===== config.mk =====
export PLATFORM = sky130hd
export DESIGN_NAME = fetch_entry_queue
export DESIGN_NICKNAME = d
export VERILOG_FILES = /design/src/rtl/fetch_entry_queue.sv
export SDC_FILE = /design/constraint.sdc
export NUM_CORES = 1
export LEC_CHECK = 0
export CORE_ASPECT_RATIO = 1.1
export CORE_MARGIN = 4
export CORE_UTILIZATION = 55
export DETAILED_ROUTE_END_ITERATION = 8
export MAX_ROUTING_LAYER = met4
export PLACE_DENSITY = 0.77
export RECOVER_POWER = 25
export SYNTH_ARGS = -nofsm -noshare
export SYNTH_HDL_FRONTEND = slang
export SYNTH_SLANG_ARGS = --single-unit

===== constraint.sdc =====
create_clock -name clk_i -period 3.45 [get_ports clk_i]
set_input_delay 0.5175 -clock clk_i [delete_from_list [all_inputs] [get_ports clk_i]]
set_output_delay 0.5175 -clock clk_i [all_outputs]
set_load 0.01 [all_outputs]

===== src/rtl/fetch_entry_queue.sv =====
// Fetch entry queue: elastic FIFO between the frontend and decode.
// It holds fetch entries in order on a valid/ready handshake, drops its
// contents on a flush, and blocks input behind an excepting entry.

package config_pkg;
    typedef struct packed {
        logic [31:0] XLEN;
    } cva6_cfg_t;

    localparam cva6_cfg_t cva6_cfg_empty = '0;
endpackage

package ariane_pkg;
    typedef enum logic [2:0] {
        NoCF   = 3'd0,
        Branch = 3'd1,
        Jump   = 3'd2,
        JumpR  = 3'd3,
        Return = 3'd4
    } cf_t;

    typedef struct packed {
        cf_t         cf;
        logic [63:0] predict_address;
    } branchpredict_sbe_t;

    typedef struct packed {
        logic [63:0] cause;
        logic [63:0] tval;
        logic        valid;
    } exception_t;

    typedef struct packed {
        logic [63:0]        address;
        logic [31:0]        instruction;
        branchpredict_sbe_t branch_predict;
        exception_t         ex;
    } fetch_entry_t;
endpackage

module fetch_entry_queue #(
    parameter config_pkg::cva6_cfg_t CVA6Cfg      = config_pkg::cva6_cfg_empty,
    parameter int unsigned           DEPTH        = 4,
    parameter bit                    FALL_THROUGH = 1'b0
) (
    input  logic                         clk_i,
    input  logic                         rst_ni,
    input  logic                         flush_i,
    input  ariane_pkg::fetch_entry_t     fetch_entry_i,
    input  logic                         fetch_entry_valid_i,
    output logic                         fetch_entry_ready_o,
    output ariane_pkg::fetch_entry_t     fetch_entry_o,
    output logic                         fetch_entry_valid_o,
    input  logic                         fetch_entry_ready_i,
    output logic [$clog2(DEPTH):0]       usage_o,
    output logic                         ex_hold_o
);

    localparam int unsigned PW = (DEPTH > 1) ? $clog2(DEPTH) : 1;
    localparam int unsigned CW = $clog2(DEPTH) + 1;

    // Elaboration-time sanity checks on the configuration.
    if ((DEPTH < 2) || ((DEPTH & (DEPTH - 1)) != 0)) begin : g_bad_depth
        $error("fetch_entry_queue: DEPTH must be a power of two >= 2");
    end
    if (CVA6Cfg.XLEN > 32'd64) begin : g_bad_xlen
        $error("fetch_entry_queue: unsupported XLEN");
    end

    ariane_pkg::fetch_entry_t mem_q [DEPTH];
    logic [PW-1:0] rd_ptr_q, rd_ptr_d;
    logic [PW-1:0] wr_ptr_q, wr_ptr_d;
    logic [CW-1:0] count_q, count_d;
    logic          ex_hold_q, ex_hold_d;

    logic empty, full, ft_active;
    logic push, pop, write_en, pop_st;

    // Handshake decode: ready/valid, fall-through bypass and the push/pop split.
    always_comb begin
        empty     = (count_q == '0);
        full      = (count_q == CW'(DEPTH));
        ft_active = FALL_THROUGH && empty;

        // A flush swallows the input, so ready stays high and nothing is stored.
        fetch_entry_ready_o = flush_i || (!ex_hold_q && (!full || fetch_entry_ready_i));

        if (ft_active) begin
            fetch_entry_valid_o = fetch_entry_valid_i && !ex_hold_q && !flush_i;
            fetch_entry_o       = fetch_entry_i;
        end else begin
            fetch_entry_valid_o = !empty && !flush_i;
            fetch_entry_o       = mem_q[rd_ptr_q];
        end

        push     = fetch_entry_valid_i && fetch_entry_ready_o && !flush_i;
        pop      = fetch_entry_valid_o && fetch_entry_ready_i;
        // A bypassed entry consumed in the same cycle never touches storage.
        write_en = push && !(ft_active && pop);
        pop_st   = pop && !ft_active;
    end

    // Next-state for pointers, occupancy and the exception hold flag.
    always_comb begin
        rd_ptr_d  = rd_ptr_q;
        wr_ptr_d  = wr_ptr_q;
        count_d   = count_q;
        ex_hold_d = ex_hold_q;

        if (flush_i) begin
            rd_ptr_d  = '0;
            wr_ptr_d  = '0;
            count_d   = '0;
            ex_hold_d = 1'b0;
        end else begin
            if (write_en) begin
                wr_ptr_d = wr_ptr_q + PW'(1);
            end
            if (pop_st) begin
                rd_ptr_d = rd_ptr_q + PW'(1);
            end
            count_d = count_q + CW'(write_en) - CW'(pop_st);

            // Only one excepting entry can be in flight, so any excepting pop clears.
            if (write_en && fetch_entry_i.ex.valid) begin
                ex_hold_d = 1'b1;
            end else if (pop_st && fetch_entry_o.ex.valid) begin
                ex_hold_d = 1'b0;
            end
        end
    end

    // Control state registers.
    always_ff @(posedge clk_i or negedge rst_ni) begin
        if (!rst_ni) begin
            rd_ptr_q  <= '0;
            wr_ptr_q  <= '0;
            count_q   <= '0;
            ex_hold_q <= 1'b0;
        end else begin
            rd_ptr_q  <= rd_ptr_d;
            wr_ptr_q  <= wr_ptr_d;
            count_q   <= count_d;
            ex_hold_q <= ex_hold_d;
        end
    end

    // Entry storage; a flush leaves the data in place and only rewinds the pointers.
    always_ff @(posedge clk_i or negedge rst_ni) begin
        if (!rst_ni) begin
            for (int i = 0; i < int'(DEPTH); i++) begin
                mem_q[i] <= '0;
            end
        end else if (write_en && !flush_i) begin
            mem_q[wr_ptr_q] <= fetch_entry_i;
        end
    end

    assign usage_o   = count_q;
    assign ex_hold_o = ex_hold_q;

    a_no_overflow : assert property (@(posedge clk_i) disable iff (!rst_ni)
        (full && write_en && !flush_i) |-> pop_st);

    a_no_underflow : assert property (@(posedge clk_i) disable iff (!rst_ni)
        empty |-> !pop_st);

    a_out_stable : assert property (@(posedge clk_i) disable iff (!rst_ni)
        (fetch_entry_valid_o && !fetch_entry_ready_i && !flush_i) |=> $stable(fetch_entry_o));

endmodule


### After elaboration in Yosys (flattened, before gate mapping)

Cells that the tools add are included.

* add/sub/neg operators: 4
* $lt $le $gt $ge: 3
* equal/unequal tests: 1
* multiplexer cells: 14
* bitwise operators: 2
* reductions and logical operators: 19

Operators with widths (count)
* 1168-bit bitwise mux: 1
* 292-bit 2-to-1 mux: 3
* 292-bit binary-select mux with 2-bit select: 1
* 292-bit demux with 2-bit select: 1
* 1-bit logical AND: 9
* 2-bit 2-to-1 mux: 4
* 3-bit >= comparator, second input constant: 2
* 2-bit inverter with 3-bit output: 2
* 2-bit by 1-bit adder with 2-bit output, second input constant: 2
* 1-bit logical NOT: 4
* 2-bit nonzero test: 2
* 3-bit by 1-bit adder with 3-bit output: 1
* 3-bit equality test, second input constant: 1
* 3-bit logical NOT: 1
* 3-bit by 1-bit < comparator with 1-bit output, second input constant: 1
* 1-bit 2-to-1 mux: 3
* 3-bit 2-to-1 mux: 1
* 3-bit nonzero test: 1
* 3-bit by 1-bit subtractor with 3-bit output: 1
* 1-bit logical OR: 2

* register bits: 1176
* bits of input ports: 297
* output and inout port bits: 298
* logic and storage cells: 75

### Depth between registers and ports, before layout

* depth after elaboration: 10
* depth in mapped cells: 10
* depth with buffers taken out: 10

### Worst setup path after synthesis

OpenSTA, ideal clock, no wires.

* path type: register to register
* from: reg count_q[1], in the netlist usage_o[1]
* to: reg count_q[2], in the netlist usage_o[2]
* library setup time: 0.086 ns
* arrival time: 2.535 ns
* required time: 3.364 ns
* slack: 0.829 ns
* stages on the path, launching flop included: 11
* path buffers: 0
* clock period less this slack: 2.621 ns
* path through: dfrtp_1 -> nor4b_4 -> or3_1 -> ha_1 -> inv_1 -> ha_1 -> inv_1 -> fa_1 -> xor2_1 -> and2_1 -> nor3_1

* longest elaborated chain between the ends: 10
* elaborated cells on any way between the ends: 14
* classes of those cells: add/sub: 2; eq/ne: 1; mux: 1; reduce/logical: 10

Ends and longest elaborated chain
* start, declared: line 73 `logic [CW-1:0] count_q, count_d;`
* start signal, assigned: line 143 `count_q <= count_d;`
* 3-bit equality test: line 82 `full = (count_q == CW'(DEPTH));`
* 1-bit logical NOT: line 86 `fetch_entry_ready_o = flush_i || (!ex_hold_q && (!full || fetch_entry_ready_i));`
* 1-bit logical OR: line 86
* 1-bit logical AND: line 86
* 1-bit logical OR: line 86
* 1-bit logical AND (2 in series): line 96 `push = fetch_entry_valid_i && fetch_entry_ready_o && !flush_i;`
* 3-bit by 1-bit adder with 3-bit output: line 122 `count_d = count_q + CW'(write_en) - CW'(pop_st);`
* 3-bit by 1-bit subtractor with 3-bit output (*): line 122
* 3-bit 2-to-1 mux (*): line 110 `if (flush_i) begin`
* via count_d[2]: line 73

The timed path passes the listed nets; every way through them passes the cells marked *.
A chain may end at the register's enable or synchronous reset.

==> impl_metrics.json <==
{
  "outcome": "finished, violations left",
  "violations": "max-capacitance violations, max-slew violations",
  "gp_congestion": 0.828,
  "syn_area_per_cell_um2": 19.3,
  "drive_gt1_share_pct": 49.6,
  "drt-met1-wl_um": 55800,
  "pre_cts_ws_ns": 0.146,
  "fin_hold_ws_ns": 0.504,
  "ant_nets": 0,
  "syn_area_um2": 55500,
  "hold_class": "reg -> reg",
  "vias": 28700,
  "rsz0062_at_grt": "true",
  "power_frac_clock_pct": 23.2,
  "pin_count": 595,
  "netlist_instances": 2877,
  "cts.clk_slew.worst_paths_ns": 0.06,
  "switching_share_pct": 28.2,
  "synthDistinctLibCells": 27,
  "p_comb_share_pct": 39.6,
  "p_leak_uw": 0.0297,
  "gr-total-overflow": 0,
  "synth.net_count": 3181,
  "post-route-period-util_pct": 97.8,
  "final_cell_area_um2": 67500,
  "place_hpwl_um": 87900,
  "antenna_found_initial": 38,
  "firstDrtPassIters": 5,
  "grtUsageTotal_pct": 25.9,
  "grt_max_degree": 94,
  "htreeDepth": 3,
  "fin_tns_setup_ns": 0,
  "grt_pass1_wl_um": 208000,
  "p_per_area_nw_per_um2": 903,
  "cts_buffers": 120,
  "vdd_drop_max_mv": 0.519,
  "crit_family": "buffers and inverters",
  "tightest_slew_ns": 1.85,
  "dieArea_um2": 106000,
  "via_per_inst": 5.79,
  "cts.sinks": 1176,
  "slew_headroom_pct": -23.5,
  "met3_length_um": 7060,
  "drt_wl_total_um": 135000,
  "root_buffer": "clkbuf_16",
  "met2_wirelength_um": 67000,
  "slowest_delay_ns": 0.53,
  "highest_layer": "met4",
  "ys_seq_area_share_pct": 53.0,
  "p_int_uw": 43800,
  "cts.path.max_buffers": 3,
  "required_ns": 2.93,
  "grt_pass1_vias": 32900,
  "die_w_um": 311,
  "p_sw_uw": 17200,
  "syn2layout_area_growth_pct": 21.5,
  "core_um2": 100000,
  "fin_util_pct": 67.2,
  "yosysWarningCount": 0,
  "rows": 122,
  "fmax_mhz": 296,
  "slew_viol_final": 53,
  "drcViolationCount": 0,
  "cpMaxStageDelayCell": "clkdlybuf4s50_1",
  "die_h_um": 341,
  "startpoint_type": "flop",
  "crit_chain": "buf_12, bufbuf_16, mux4_2, clkdlybuf4s50_1",
  "worstSetupPathType": "reg -> out",
  "numPortBuffers": 594,
  "path_buf_inv": 3,
  "placed_area_um2": 62900,
  "path_max_fanout": 21,
  "nFillCells": 6473,
  "drt_iter0_markers": 1982,
  "start_util_pct": 55.3,
  "end_kind": "output pin",
  "seqPwrFrac_pct": 37.1,
  "ys_ff_latch": 1176,
  "nNetsFinal": 3822,
  "cap_viol_max_count": 1,
  "setup_violations": 0,
  "cp.arrival_ns": 2.86,
  "fin_skew_ns": 0.0185,
  "fin_ws_ns": 0.0766,
  "cts_tree": "built",
  "hold_viol": 0,
  "min_period_ns": 3.37,
  "clk_latency_ns": 0.71,
  "wl_per_cell_um": 27.1
}
layout by cell type (no fill, tap or decap), types with 2 or more instances in the layout:
cell type	Yosys	routed
dlymetal6s2s_1	0	9
or3_1	2	2
clkbuf_1	28	18
clkbuf_16	0	128
mux2_2	48	48
clkbuf_4	0	5
nor2b_1	4	4
buf_8	16	3
mux2_4	1120	1120
buf_16	0	4
nor2_1	2	2
dfrtp_4	0	2
a21oi_1	3	3
nand2b_1	3	3
bufinv_16	0	18
buf_12	0	47
nor4b_4	5	5
diode_2	0	39
clkbuf_8	0	28
mux2i_1	2	2
mux4_2	292	292
clkdlybuf4s50_1	0	574
ha_1	6	6
o21ai_0	2	2
buf_4	0	47
clkinvlp_4	0	7
and2_1	2	2
nand3_1	4	4
clkinv_4	0	2
clkbuf_2	0	6
clkinv_2	0	29
dlygate4sd2_1	0	10
inv_1	5	5
dfrtp_1	1176	1174
path summary, 6_finish.rpt:
path,from,to,slack [ns],cells past startpoint
setup / recovery,rd_ptr_q[0]$_DFFE_PN0P_,fetch_entry_o[23],0.08,4
hold / removal,mem_q[420]$_DFFE_PN0P_,mem_q[420]$_DFFE_PN0P_,0.50,1
hold reg to reg,mem_q[420]$_DFFE_PN0P_,mem_q[420]$_DFFE_PN0P_,0.50,1
min in group asynchronous,rst_ni,mem_q[988]$_DFFE_PN0P_,0.84,2
max in group asynchronous,rst_ni,mem_q[523]$_DFFE_PN0P_,0.42,4
setup reg to reg,usage_o[1]$_DFF_PN0_,usage_o[2]$_DFF_PN0_,0.59,10
cells in the mapped netlist:
cell,instances,area [um^2]
nand2b_1,3,18.8
dfrtp_1,1176,29400
a21oi_1,3,15.0
a31o_2,1,8.76
clkbuf_1,28,105
nor3_1,1,5.00
buf_2,33,165
buf_8,16,240
or3_1,2,12.5
a21o_1,1,7.51
ha_1,6,75.1
mux4_2,292,6580
nor2b_1,4,25.0
mux2i_1,2,20.0
inv_1,5,18.8
buf_1,10,37.5
fa_1,1,20.0
xor2_1,1,8.76
nor2_1,2,7.51
nor4b_4,5,119
nand3_1,4,20.0
o21ai_0,2,10.0
buf_6,108,1220
and2_1,2,12.5
mux2_4,1120,16800
mux2_2,48,541
or4b_2,1,10.0
power by group through the flow:
stage	sequential, uW	combinational, uW	clock, uW
after detailed placement	22700	24100	0
after global placement	22100	23700	0
after floorplan	21400	15400	0
after global routing	23300	25300	15000
after CTS	22600	24400	14400
final	22600	24200	14200
state kept, by name, summed over array words and instances (netlist names):
name,cells
rd_ptr_q,2
usage_o,3
ex_hold_o,1
wr_ptr_q,2
mem_q,1168
per-layer routing:
metal  GRT usage (%)  up-vias
met5               -        -
met4            10.1        0
met3            5.83      198
met2            41.3      731
met1            32.9    15700
li1                -    12100
area by class of cell:
type	count	area, um^2	area share [%]
antenna	39	97.6	0.145
clock buffer	168	3590	5.32
timing repair buffer	714	7580	11.2
multi-input combinational	1501	24300	36.1
clock inverter	58	781	1.16
sequential	1176	29400	43.6
inverter	5	18.8	0.0278
tap	1302	1630	2.41
cell families after synthesis:
| group | synth area share (%) |
|---|---|
| AO/OA/AOI/OAI | 0.0743 |
| XOR/XNOR | 0.0158 |
| adder cells (fa/ha/maj) | 0.171 |
| buffers and inverters | 3.21 |
| flip-flops | 53.0 |
| multiplexers | 43.1 |
| AND/OR/NAND/NOR | 0.414 |
worst reg2reg max path, stage by stage (launching register included):
cell	delay (ns)
dfrtp_1	0.51
nor4b_4	0.74
or3_1	0.21
ha_1	0.22
inv_1	0.06
ha_1	0.13
inv_1	0.05
fa_1	0.40
xor2_1	0.17
and2_1	0.16
nor3_1	0.12
timing repair:
item / CTS / global route
pin swaps: 0 / 0
gates resized for setup: 19 / 11
buffers inserted: 0 / 0
hold buffers: 1 / 0
cloned: 1 / 2
endpoints found under the setup margin: 145 / 81
endpoints found under the hold margin: 37 / 0
stage by stage:
step / power [uW] / std cells
2_1_floorplan: 36800 / 2877
3_5_place_dp: 46800 / 4694
5_1_grt: 63600 / 4963
3_3_place_gp: 45800 / 4694
6_report: 60900 / 4963
4_1_cts: 61400 / 4922
No activity file was read; power rests on OpenSTA's default activity.
